--- config.mk ---
export PLATFORM = sky130hd
export DESIGN_NAME = cp0_unit
export DESIGN_NICKNAME = d
export VERILOG_FILES = /design/src/rtl/cp0_unit.sv
export SDC_FILE = /design/constraint.sdc
export NUM_CORES = 1
export LEC_CHECK = 0
export BUFFER_PORTS_ARGS = -buffer_cell sky130_fd_sc_hd__clkbuf_2
export CAP_MARGIN = 40
export CORE_MARGIN = 3
export CORE_UTILIZATION = 40
export CTS_CLUSTER_DIAMETER = 200
export DETAILED_ROUTE_END_ITERATION = 8
export GPL_TIMING_DRIVEN = 0
export PLACE_DENSITY = 0.78
export SYNTH_ARGS = -nofsm -noshare
export SYNTH_HDL_FRONTEND = slang
export SYNTH_SLANG_ARGS = --single-unit
--- constraint.sdc ---
create_clock -name clk -period 2.2 [get_ports clk]
set_input_delay 0.33 -clock clk [delete_from_list [all_inputs] [get_ports clk]]
set_output_delay 0.33 -clock clk [all_outputs]
set_load 0.02 [all_outputs]
--- src/rtl/cp0_unit.sv ---
// Coprocessor 0: SR/Cause/EPC storage, interrupt/exception arbitration and mfc0/mtc0 access.
// Sits at the macro-PC point; Req and DOut are combinational, all state updates on clk.
module cp0_unit #(
    parameter logic [31:0] HANDLER_ADDR = 32'h0000_4180,
    parameter bit          ALIGN_EPC    = 1'b1
) (
    input  logic        clk,
    input  logic        reset,
    input  logic [4:0]  A1,
    input  logic [4:0]  A2,
    input  logic [31:0] DIn,
    input  logic [31:0] VPC,
    input  logic        BDIn,
    input  logic [4:0]  ExcCodeIn,
    input  logic [5:0]  HWInt,
    input  logic        WE,
    input  logic        EXLClr,
    output logic        Req,
    output logic [31:0] EPCout,
    output logic [31:0] DOut
);

    localparam logic [4:0] RegSr    = 5'd12;
    localparam logic [4:0] RegCause = 5'd13;
    localparam logic [4:0] RegEpc   = 5'd14;

    // Only the architected fields are stored; everything else reads as zero.
    logic [5:0]  r_sr_im;
    logic        r_sr_exl;
    logic        r_sr_ie;
    logic        r_cause_bd;
    logic [5:0]  r_cause_ip;
    logic [4:0]  r_cause_exc;
    logic [31:0] r_epc;

    logic [5:0]  w_sr_im_d;
    logic        w_sr_exl_d;
    logic        w_sr_ie_d;
    logic        w_cause_bd_d;
    logic [4:0]  w_cause_exc_d;
    logic [31:0] w_epc_d;

    logic        w_int_req;
    logic        w_exc_req;
    logic [31:0] w_epc_fault;
    logic [31:0] w_sr_word;
    logic [31:0] w_cause_word;

    function automatic logic [31:0] f_align(input logic [31:0] v);
        f_align = ALIGN_EPC ? {v[31:2], 2'b00} : v;
    endfunction

    assign w_int_req   = (|(HWInt & r_sr_im)) & r_sr_ie & ~r_sr_exl;
    assign w_exc_req   = (ExcCodeIn != 5'd0) & ~r_sr_exl;
    assign Req         = w_int_req | w_exc_req;
    // Delay-slot faults restart at the branch so the branch is re-executed.
    assign w_epc_fault = BDIn ? (VPC - 32'd4) : VPC;

    assign w_sr_word    = {16'd0, r_sr_im, 8'd0, r_sr_exl, r_sr_ie};
    assign w_cause_word = {r_cause_bd, 15'd0, r_cause_ip, 3'd0, r_cause_exc, 2'd0};

    always_comb begin
        w_sr_im_d     = r_sr_im;
        w_sr_exl_d    = r_sr_exl;
        w_sr_ie_d     = r_sr_ie;
        w_cause_bd_d  = r_cause_bd;
        w_cause_exc_d = r_cause_exc;
        w_epc_d       = r_epc;
        if (Req) begin
            // The faulting instruction does not commit, so its mtc0/eret are dropped.
            w_sr_exl_d    = 1'b1;
            w_cause_exc_d = w_int_req ? 5'd0 : ExcCodeIn;
            w_cause_bd_d  = BDIn;
            w_epc_d       = f_align(w_epc_fault);
        end else begin
            if (WE && (A2 == RegSr)) begin
                w_sr_im_d  = DIn[15:10];
                w_sr_exl_d = DIn[1];
                w_sr_ie_d  = DIn[0];
            end
            if (WE && (A2 == RegEpc)) begin
                w_epc_d = f_align(DIn);
            end
            if (EXLClr) begin
                w_sr_exl_d = 1'b0;
            end
        end
    end

    always_ff @(posedge clk) begin
        if (reset) begin
            r_sr_im     <= 6'd0;
            r_sr_exl    <= 1'b0;
            r_sr_ie     <= 1'b0;
            r_cause_bd  <= 1'b0;
            r_cause_ip  <= 6'd0;
            r_cause_exc <= 5'd0;
            r_epc       <= 32'd0;
        end else begin
            r_sr_im     <= w_sr_im_d;
            r_sr_exl    <= w_sr_exl_d;
            r_sr_ie     <= w_sr_ie_d;
            r_cause_bd  <= w_cause_bd_d;
            r_cause_ip  <= HWInt;
            r_cause_exc <= w_cause_exc_d;
            r_epc       <= w_epc_d;
        end
    end

    always_comb begin
        DOut = 32'd0;
        case (A1)
            RegSr:    DOut = w_sr_word;
            RegCause: DOut = w_cause_word;
            RegEpc:   DOut = r_epc;
            default:  DOut = 32'd0;
        endcase
    end

    assign EPCout = r_epc;

endmodule

======== Yosys cells after proc, flatten, opt, wreduce, memory -nomap -nowiden ========
Cells that the tools add are included.
word-level totals
  flip-flop bits (word level) ............. 50
  latch bits .............................. 0
  memory bits (writable) .................. 0
  memory bits (read-only) ................. 0
  input port bits ......................... 90
  output and inout port bits .............. 65
  memories ................................ 0
operators by class
  $add $sub $neg .......................... 1
  $mul .................................... 0
  divide/modulo/power cells ............... 0
  magnitude comparators ................... 0
  equality and inequality tests ........... 5
  shift operators ......................... 0
  muxes and demuxes ....................... 8
  bitwise logic cells ..................... 7
  reduce and logical (&&, ||, !) cells .... 7
operators with widths
  cell                     count
  $mux W32                 3
  $pmux W32 S3             1
  $sub A32 B3 Y32 const B  1
  $eq A5 B4 Y1 const B     5
  $and A6 B6 Y6            1
  $reduce_or A6 Y1         1
  $mux W5                  1
  $reduce_bool A5 Y1       1
  $and A1 B1 Y1            3
  $mux W1                  3
  $reduce_bool A3 Y1       1
  $logic_and A1 B1 Y1      2
  $not A1 Y1               2
  $reduce_and A2 Y1        1
  $reduce_bool A2 Y1       1
  $or A1 B1 Y1             1

======== Logic depth before layout (Yosys ltp) ========
  word-level depth ........................ 7
  depth in mapped cells ................... 8
  depth with buffers taken out ............ 6

======== Worst setup path after synthesis ========
OpenSTA, ideal clock, no wires.
  path type ............................... input to register
  start point ............................. in VPC[18]
  end point ............................... reg r_epc[29] (netlist: EPCout[29])
  library setup time ...................... 74 ps
  arrival ................................. 1926 ps
  data required time ...................... 2126 ps
  path slack .............................. 200 ps
  stages on the path ...................... 5
  path buffers ............................ 1
  path through ............................ or4_1 > buf_2 > or4_1 > or4_1 > a31oi_1
between the ends
  cells in the longest elaborated chain, start to end .. 3
ends and longest elaborated chain
  item                  RTL line  text
  start, declared       12        input logic [31:0] VPC,
  $sub A32 B3 Y32       57        assign w_epc_fault = BDIn ? (VPC - 32'd4) : VPC;
  $mux W32              57
  $mux W32              69        if (Req) begin
  end signal, assigned  106       r_epc <= w_epc_d;
  end, declared         34        logic [31:0] r_epc;
No other way between the ends.
A chain may end at the register's enable or synchronous reset.

======== Final worst setup path ========
  start point ............................. reg r_sr_im[0]
  end point ............................... out Req
between the ends
  cells in the longest elaborated chain, start to end .. 5
ends and longest elaborated chain
  item                        RTL line  text
  start, declared             28        logic [5:0] r_sr_im;
  start signal, assigned      100       r_sr_im <= w_sr_im_d;
  $and A6 B6 Y6               53        assign w_int_req = (|(HWInt & r_sr_im)) & r_sr_ie & ~r_sr_exl;
  $reduce_or A6 Y1            53
  $and A1 B1 Y1 (2 in a row)  53
  $or A1 B1 Y1                55        assign Req = w_int_req | w_exc_req;
  end, declared               18        output logic Req,
No other way between the ends.

==> reports/results.md <==
| Quantity | Reported |
|:---|:---|
| Result of the run | finished clean |
| Cell type of the slowest stage on the worst timing path | o311a_4 |
| Unique cell type count in the Yosys netlist | 55 |
| Number of endpoints with negative hold slack in the final report | 0 |
| Number of warnings reported in the yosys synthesis log | 0 |
| Design area | 0.00455 mm^2 |
| Cell Area, Synth | 0.00354 mm^2 |
| HPWL Detailed | 10200 um |
| Effective utilization at floorplan | 42.1% |
| Clock Skews | 6.83 ps |
| Class of the tightest hold or removal check | input pin to flop |
| Path type of the worst setup path | flop to output pin |
| Post-detailed-route count of antenna-violating nets | 0 |
| Via total after detailed routing | 4154 |
| Pin count of the biggest net entering global routing | 14 |
| Worst slew margin | 52.3% |
| Most area-consuming cells after synthesis | dfxtp_1 28%, nor4_1 7.9%, o31a_1 5.7% |
| Leakage power figure | 1.87 nW |
| Most frequently used flop master after synthesis | dfxtp_1 |
| Total die area | 0.0100 mm^2 |
| Average routed wire per standard cell | 18.6 um |
| Share of final-layout standard cells stronger than drive strength 1 | 33.4% |
| Reported max-cap violation count | 0 |
| Area growth, synth to finish | 28.4% |
| Worst Hold Launch | HWInt[3] |
| Maximum ir drop on the vdd rail | 258 uV |
| Reg-to-Reg End | EPCout[22]$_SDFFE_PP0P_ |
| Total grt overflow | 0 |
| Data arrival time of the worst path | 1810 ps |
| Crit path launch type | flop |
| Hold Path Sink | r_cause_ip[3]$_SDFF_PP0_ |
| Wire length of the first global-routing pass | 20300 um |
| Vias in the first global route | 4006 |
| Launch point of the worst reg-to-reg path | r_sr_exl$_SDFFE_PP0P_ |
| Worst reg2reg path depth | 5 |
| Core area | 0.00842 mm^2 |
| # IOs | 155 |
| Detail Route met3 WL | 1000 um |
| Cell depth of the worst min-delay path | 2 |
| Fin. max-slew vios | 0 |
| CTS max path bufs | 2 |
| CTS Sinks | 50 |
| Clock tree from TritonCTS | done |
| Crit path largest cell delay | 420 ps |
| Clock Latency Late Sink | 310 ps |
| Number of buffers inserted for hold repair after clock tree synthesis | 0 |
| Number of synthesized register bits | 50 |
| Synthesized netlist cell count | 430 |
| NumNets Final | 677 |
| Maximum level of the CTS H-tree | 2 |
| Yosys top cell area share | 28.2% |
| Floorplan die height | 100 um |
| Post-route clock period utilization | 97.3% |
| Weighted congestion at the end of routability-driven global placement | 0.959 |
| Number of design-rule violations left by the first detailed-router iteration | 393 |
| Placed cell area | 0.00441 mm^2 |
| Unrepaired setup endpoints after global routing | no |
| Count of TritonRoute iterations in the first routing pass | 6 |
| Post-route minimum period | 2140 ps |
| Power density normalized to cell area | 478 mW/mm^2 |
| Worst-Margin Slew | 712 ps |
| Highest metal layer with signal wires | met4 |
| Critical path capture point type | output pin |
| Worst slack after detailed placement | -247 ps |
| Peak Freq | 467 MHz |
| Setup ws final | 59.7 ps |
| Ordered list of cells on the worst path | a22o_1 > o311a_4 > nor2_4 > inv_2 > buf_6 > clkbuf_2 |
| Diode insertion count for antenna repair | 0 |
| Fill cell total of the finished layout | 838 |
| Root buffer selected by CTS | clkbuf_8 |
| Sequential area share after synthesis | 28.2% |
| Number of placement rows | 33 |
| Setup-failing EPs final | 0 |
| Met1 Routed Length | 5420 um |
| Count of buffers from port buffering | 146 |
| Slack of the worst reg-to-reg path | 90 ps |
| Worst-path fanout max | 10 |
| WL met2 | 5930 um |
| Multi-input gate area | 0.00224 mm^2 |
| Total routing usage reported by global routing | 25.2% |
| Clock-pin slew on the worst setup and hold paths | 90 ps |
| Storage cell area | 0.00100 mm^2 |
| Number of CTS-inserted buffers | 5 |
| DR DRC count | 0 |
| Post-synth EDFFs | 0 |
| Worst path required time | 1870 ps |
| Post-Synthesis Mean Instance Area | 8.24 um^2 |
| Most area-hungry cell type in the Yosys netlist | dfxtp_1 |
| Via/cell ratio | 6.01 |
| Overall die width | 100 um |
| Number of antenna violations at the first check in global routing | 0 |
| WL final | 12900 um |
| Proportion of synthesized flip-flops having asynchronous set or reset | 0% |
-- state kept, by name, indices dropped and copies added, names as in the netlist --
name and cells:
r_cause_exc 5, EPCout 30, r_sr_ie 1, r_sr_im 6
r_cause_ip 6, r_sr_exl 1, r_cause_bd 1
-- Yosys cell counts, drive strengths merged (2+ instances only) --
master / count
a22o: 9
o31ai: 11
nand2: 10
nor2: 6
nand3: 6
or4b: 2
o21ai: 12
mux2i: 13
o31a: 24
a211oi: 19
clkbuf: 40
or3b: 5
nor2b: 6
xnor2: 2
a311oi: 10
buf: 7
nor4: 46
or3: 12
nand4b: 3
a21oi: 8
xor2: 10
a31oi: 5
or4: 11
o41ai: 12
nand2b: 2
nor3b: 2
nor4b: 3
inv: 30
nor3: 10
dfxtp: 50
nand4: 7
and2: 19
o311ai: 6
-- layout by cell type (no fill, tap or decap), types with 7 or more instances in the layout --
| cell type | Yosys | final |
|---|---|---|
| o31a_1 | 23 | 23 |
| inv_1 | 30 | 29 |
| clkbuf_2 | 0 | 151 |
| or4_1 | 8 | 8 |
| mux2i_1 | 13 | 13 |
| nor3_1 | 8 | 8 |
| o21ai_0 | 12 | 12 |
| a21oi_1 | 8 | 8 |
| a311oi_1 | 10 | 10 |
| clkbuf_1 | 37 | 31 |
| nand4_1 | 7 | 7 |
| nand2_1 | 10 | 10 |
| a211oi_1 | 19 | 19 |
| or3_1 | 10 | 10 |
| clkbuf_8 | 3 | 8 |
| o41ai_1 | 12 | 12 |
| xor2_1 | 10 | 10 |
| a22o_1 | 9 | 9 |
| o31ai_1 | 11 | 11 |
| nor4_1 | 45 | 45 |
| dfxtp_1 | 50 | 50 |
| and2_1 | 19 | 19 |
-- cells by family (layout without fill, tap and decap cells) --
logic type | Yosys count | in the layout | synth area share [%]
buf+inv | 77 | 232 | 9.64
fa+ha+maj | 1 | 1 | 0.353
xor+xnor | 12 | 12 | 2.97
other cells | 1 | 2 | 0.106
flops | 50 | 50 | 28.2
simple gates | 153 | 153 | 28.1
mux | 13 | 13 | 3.67
compound gates | 123 | 123 | 26.9
-- critical path, delay by kind of cell (launching register included) --
| family | cells | cell delay, ps |
|---|---|---|
| AOI/OAI and AO/OA | 2 | 670 |
| buffers and inverters | 3 | 360 |
| DFF | 1 | 340 |
| and+or+nand+nor | 1 | 120 |
-- repair_timing --
item,4_1_cts,5_1_grt
pin swaps,1,2
gates resized for setup,7,10
endpoints found under the hold margin,0,0
setup endpoints to repair,57,19
setup buffers,1,2
-- power breakdown --
group	internal [mW]	switching [mW]
Combinational	0.244	0.375
Clock	0.220	0.299
Sequential	0.973	0.0622
-- metrics by stage --
step	hold WS, ps	utilization [%]	std cells	TNS (ps)	power (mW)
global route	263	54.0	691	0	2.26
detailed placement	508	52.4	683	-7920	1.66
finish	251	54.0	691	0	2.17
CTS	257	53.7	690	0	2.16
global placement	492	52.3	682	-4740	1.64
floorplan	458	-	431	0	1.39
-- layout make-up --
class,instances,area share (%)
Inverter,30,2.48
Buffer,45,5.09
Tap cell,105,2.89
Timing Repair Buffer,150,16.7
Multi-Input combinational cell,304,49.2
Sequential cell,50,22.0
Clock buffer,7,1.68
-- metal layers --
metal,vias to the layer above,GRT usage (%)
met1,1911,34.0
li1,2001,-
met2,208,39.9
met3,34,3.89
met4,0,11.0
met5,-,0
-- worst max path at each step --
stage / cells after the start / endpoint / startpoint
floorplan: 5 / EPCout[29]$_SDFFE_PP0P_ / VPC[18]
CTS: 6 / Req / r_sr_im[1]$_SDFFE_PP0P_
finish: 6 / Req / r_sr_im[0]$_SDFFE_PP0P_
global route: 6 / Req / r_sr_im[0]$_SDFFE_PP0P_
detailed placement: 9 / EPCout[22]$_SDFFE_PP0P_ / VPC[2]
global placement: 9 / EPCout[22]$_SDFFE_PP0P_ / VPC[2]
Power figures use the tool's default switching activity.
